--- config.mk ---
export PLATFORM = sky130hd
export DESIGN_NAME = serial_bit_streamer
export DESIGN_NICKNAME = d
export VERILOG_FILES = /design/src/rtl/serial_bit_streamer.sv
export SDC_FILE = /design/constraint.sdc
export NUM_CORES = 1
export LEC_CHECK = 0
export ABC_AREA = 1
export CORE_MARGIN = 4
export CORE_UTILIZATION = 56
export CTS_CLUSTER_DIAMETER = 30
export DETAILED_ROUTE_END_ITERATION = 10
export PLACE_DENSITY_LB_ADDON = 0.25
export SYNTH_ARGS = -nofsm -noshare
export SYNTH_HDL_FRONTEND = slang
export SYNTH_SLANG_ARGS = --single-unit
--- constraint.sdc ---
create_clock -name clk -period 4 [get_ports clk]
set_input_delay 0.8 -clock clk [delete_from_list [all_inputs] [get_ports clk]]
set_output_delay 0.8 -clock clk [all_outputs]
set_load 0.05 [all_outputs]
--- src/rtl/serial_bit_streamer.sv ---
// Parallel-to-serial front end: WIDTH-bit words in over valid/ready, one bit per clk out on x.
// Optional macro PARITY_EN appends an even-parity bit after each word.
module serial_bit_streamer #(
   parameter int WIDTH     = 8,
   parameter bit MSB_FIRST = 1'b1,
   parameter bit IDLE_BIT  = 1'b0
) (
   input  logic             clk,
   input  logic             reset_n,
   input  logic             load_valid,
   output logic             load_ready,
   input  logic [WIDTH-1:0] load_data,
   output logic             x,
   output logic             x_valid,
   output logic             busy,
   output logic             word_done
);

   localparam int              CNT_W    = $clog2(WIDTH);
   localparam logic [CNT_W-1:0] LAST_CNT = CNT_W'(WIDTH - 1);

   typedef enum logic [1:0] {
      IDLE   = 2'd0,
      SHIFT  = 2'd1,
      PARITY = 2'd2
   } state_t;

   state_t           state;
   logic [WIDTH-1:0] hold_data;
   logic             hold_full;
   logic [WIDTH-1:0] sr;
   logic [CNT_W-1:0] cnt;
   logic [WIDTH-1:0] sr_shifted;
`ifdef PARITY_EN
   logic             par;
`endif

   // Shift toward whichever end feeds x; the vacated bit fills with zero.
   assign sr_shifted = MSB_FIRST ? {sr[WIDTH-2:0], 1'b0} : {1'b0, sr[WIDTH-1:1]};

   // Ready depends only on flops, so an upstream valid can never loop back into ready.
   assign load_ready = ~hold_full;
   assign busy       = (state != IDLE) | hold_full;

   // NOTE: all state updates use non-blocking assignments so every branch sees the
   // pre-edge values of hold_full/sr/cnt regardless of statement order.
   always_ff @(posedge clk or negedge reset_n) begin
      if (!reset_n) begin
         state     <= IDLE;
         hold_data <= '0;
         hold_full <= 1'b0;
         sr        <= '0;
         cnt       <= '0;
`ifdef PARITY_EN
         par       <= 1'b0;
`endif
      end else begin
         // Accept and drain are mutually exclusive: accept needs hold_full=0, drain needs 1.
         if (load_valid && !hold_full) begin
            hold_data <= load_data;
            hold_full <= 1'b1;
         end

         case (state)
            IDLE: begin
               if (hold_full) begin
                  sr        <= hold_data;
                  hold_full <= 1'b0;
                  cnt       <= '0;
`ifdef PARITY_EN
                  par       <= ^hold_data;
`endif
                  state     <= SHIFT;
               end
            end

            SHIFT: begin
               if (cnt == LAST_CNT) begin
`ifdef PARITY_EN
                  state <= PARITY;
`else
                  if (hold_full) begin
                     sr        <= hold_data;
                     hold_full <= 1'b0;
                     cnt       <= '0;
                  end else begin
                     state <= IDLE;
                  end
`endif
               end else begin
                  sr  <= sr_shifted;
                  cnt <= cnt + 1'b1;
               end
            end

`ifdef PARITY_EN
            PARITY: begin
               if (hold_full) begin
                  sr        <= hold_data;
                  hold_full <= 1'b0;
                  cnt       <= '0;
                  par       <= ^hold_data;
                  state     <= SHIFT;
               end else begin
                  state <= IDLE;
               end
            end
`endif

            default: state <= IDLE;
         endcase
      end
   end

   // Outputs are a pure decode of flops, so reset forces x to IDLE_BIT asynchronously.
   // NOTE: defaults first in always_comb so no path through the case infers a latch.
   always_comb begin
      x         = IDLE_BIT;
      x_valid   = 1'b0;
      word_done = 1'b0;
      case (state)
         SHIFT: begin
            x       = MSB_FIRST ? sr[WIDTH-1] : sr[0];
            x_valid = 1'b1;
`ifndef PARITY_EN
            word_done = (cnt == LAST_CNT);
`endif
         end
`ifdef PARITY_EN
         PARITY: begin
            x         = par;
            x_valid   = 1'b1;
            word_done = 1'b1;
         end
`endif
         default: ;
      endcase
   end

endmodule

==> key figures <==
Clocking
  – Hold buffer count at CTS: 0
  – CTS clock-pin slew for the worst setup and hold paths: 110 ps
  – Postcts setup bufs: 0
  – Clock sinks: 21
  – TritonCTS buffer count: 3
  – Post_cts resized: 0
  – Max H-tree Level: 1
  – CTS tree: yes
  – Clk_lat worst skew: 300 ps
  – CTS Buffer Depth: 2
  – CTS root buf: clkbuf_4

Min path
  – Hold Path Cell Cnt: 2
  – Hold Path Sink: hold_data[1]
  – Min-delay worst type: flip-flop to flip-flop
  – Hold wc startpoint: hold_data[1]

Routing
  – Via density per instance: 4.720
  – Antenna-violating nets left: 0
  – Wire per inst: 11.19 µm
  – Final WL: 1.880 mm
  – Drt pass-1 iters: 6
  – DR vias: 793
  – Post-route DRC: 0
  – DR iter-0 viols: 12

Finish
  – Multi-input logic area: 431.7 µm²
  – Share of cells above drive strength 1: 16.78%
  – Register area: 525.5 µm²
  – # fillers: 144
  – Fin area: 1244 µm²
  – Area grow syn2layout: 16.53%
  – Nets: 158
  – Post-Layout Cell Count: 168
  – # diodes: 0

Critical path
  – Setup crit start kind: flip-flop
  – Largest delay share family, worst path: buffers and inverters
  – Crit path cell chain: inv_2, clkdlybuf4s50_1
  – Max FO, Critical Path: 22
  – Crit path buffers/inverters: 2
  – CP Data Required Time: 3200 ps
  – Arrival time of the worst setup path: 2000 ps
  – Worst R2R Start: cnt[0]
  – CP max-delay cell: clkdlybuf4s50_1
  – Reg2reg path depth: 7
  – CP Class: flip-flop to output port
  – CP endpoint kind: output port
  – Crit path largest cell delay: 880 ps
  – Reg2reg end: sr[2]
  – R2R Setup Slk: 2430 ps

Logic synthesis
  – Cells after synthesis: 129
  – Post-synth EDFFs: 0
  – Most frequent cells after synthesis: nand2_1 (43), dfrtp_1 (21), inv_1 (19)
  – Mapped cell area: 1067 µm²
  – Syn_nets: 143
  – Top cell type's share of synthesized area: 49.24%
  – Post-synth top area cell: dfrtp_1
  – Sequential area share after synthesis: 49.24%
  – Avg Cell Area, Syn: 8.273 µm²
  – Top-count cell post-synth: nand2_1
  – Most common flop cell mapped by yosys: dfrtp_1
  – Warnings from Yosys: 0
  – Area contributors post-synth: dfrtp_1 (49%), nand2_1 (15%), inv_1 (6.7%)
  – Synth unique cells: 14
  – Post-synth ARST share: 100.0%
  – Yosys reg bits: 21

Floorplan
  – Die ar.: 2668 µm²
  – Io pins: 16
  – Die width: 51.66 µm
  – CORE AREA: 1764 µm²
  – Num rows: 15
  – Starting Density: 60.50%
  – Die Height: 51.66 µm

Timing
  – Fin crit share: 69.94%
  – Skew final: 4.315 ps
  – Tmin final: 2798 ps
  – RSZ-0062 raised after global routing: no
  – Hold Fails Final Rpt: 0
  – Relative slew slack: 40.75%
  – WHS: 489.2 ps
  – Setup TNS: 0 ps
  – # setup viols final: 0
  – Final Max Tran Viols: 0
  – F_max: 357.4 MHz
  – Slew @ Worst Pin: 886.0 ps

Placement
  – Detailed Place HPWL: 1.336 mm
  – Cell Area, Placed: 1217 µm²
  – Buffers on Ports: 15
  – Cells after DPL: 164
  – GP Congestion: 0.7717

Global route
  – GRT overflow: 0
  – Initial antenna violation count: 0
  – Global-route wire length before repair: 3.298 mm
  – Largest net degree at the start of global routing: 23
  – Total GRT Usage: 16.88%
  – Vias in the first global route: 763

Power and ir drop
  – Clock Power Share: 10.9%
  – Part of the power in registers: 40.4%
  – Sw power: 0.4150 mW
  – LEAKAGE: 0.6503 nW
  – Power Density: 731.4 nW/µm²
  – Sw frac: 45.62%
  – Internal: 0.4947 mW
  – Final Total Pwr: 0.9096 mW
  – Worst vdd ir: 0.4827 mV
  – Logic pwr share: 48.7%

Outcome
  – Outcome: finished clean

Flow run
  – Max Cap Viol: 0
-- cell families (layout without fill, tap and decap cells) --
logic type	after synthesis	after routing	synth area share, %
compound gates	3	3	2.110
fa+ha+maj	3	3	3.517
buf+inv	26	40	10.32
flops	21	21	49.24
simple gates	76	76	34.82
-- stage by stage --
stage | setup WS (ps) | util [%]
2_1_floorplan | 2028 | -
3_3_place_gp | 1548 | 69.01
3_5_place_dp | 1539 | 69.01
4_1_cts | 1192 | 70.50
5_1_grt | 1073 | 70.50
6_report | 1202 | 70.50
-- flip-flops by register name, indices dropped and copies added, names as in the netlist --
signal,flops
hold_data,8
state,1
cnt,3
sr,8
hold_full,1
-- tightest hold or removal path: stages, from the launching register on --
cell	delay, ps
dfrtp_1	360
nand2_1	50
nand2_1	50
-- power groups by stage --
stage / clock network, mW / logic [mW] / registers, mW
6_report: 0.0995 / 0.443 / 0.368
5_1_grt: 0.111 / 0.501 / 0.383
4_1_cts: 0.103 / 0.446 / 0.367
3_5_place_dp: 0 / 0.439 / 0.371
3_3_place_gp: 0 / 0.424 / 0.368
2_1_floorplan: 0 / 0.362 / 0.356
-- worst max path at each step --
stage                   start          to  slack (ps)  cells after the start
global route        hold_full  load_ready        1070                      2
CTS                 hold_full  load_ready        1190                      2
floorplan            state[0]        busy        2030                      1
finish              hold_full  load_ready        1200                      2
global placement    hold_full  load_ready        1550                      2
detailed placement  hold_full  load_ready        1540                      2
-- metal layers --
layer	vias up	global-route usage (%)	wire (µm)	share of wire (%)
li1	415	-	-	-
met4	0	6.550	17	0.90
met2	20	28.18	936	50
met3	2	3.438	77	4.1
met1	356	21.42	847	45
met5	-	0	0	0
-- cells in the final DEF (no fill, tap or decap) --
cell             instances
ha_1                     3
nand2_1                 43
inv_1                   19
dfrtp_1                 21
nor2_1                   3
clkbuf_1                 1
inv_2                    2
or2_1                    1
nand2_2                 10
o21ai_2                  2
nand3_2                  7
o21ai_0                  1
nand3_1                 12
clkdlybuf4s50_1         15
clkbuf_4                 3
-- layout make-up --
cell class / instances / share of cell area (%)
sequential: 21 / 42.25
multi-input combinational: 82 / 34.71
timing repair buffer: 15 / 12.07
inverter: 21 / 6.338
tap: 25 / 2.515
clock buffer: 4 / 2.113
Power figures use the tool's default switching activity.
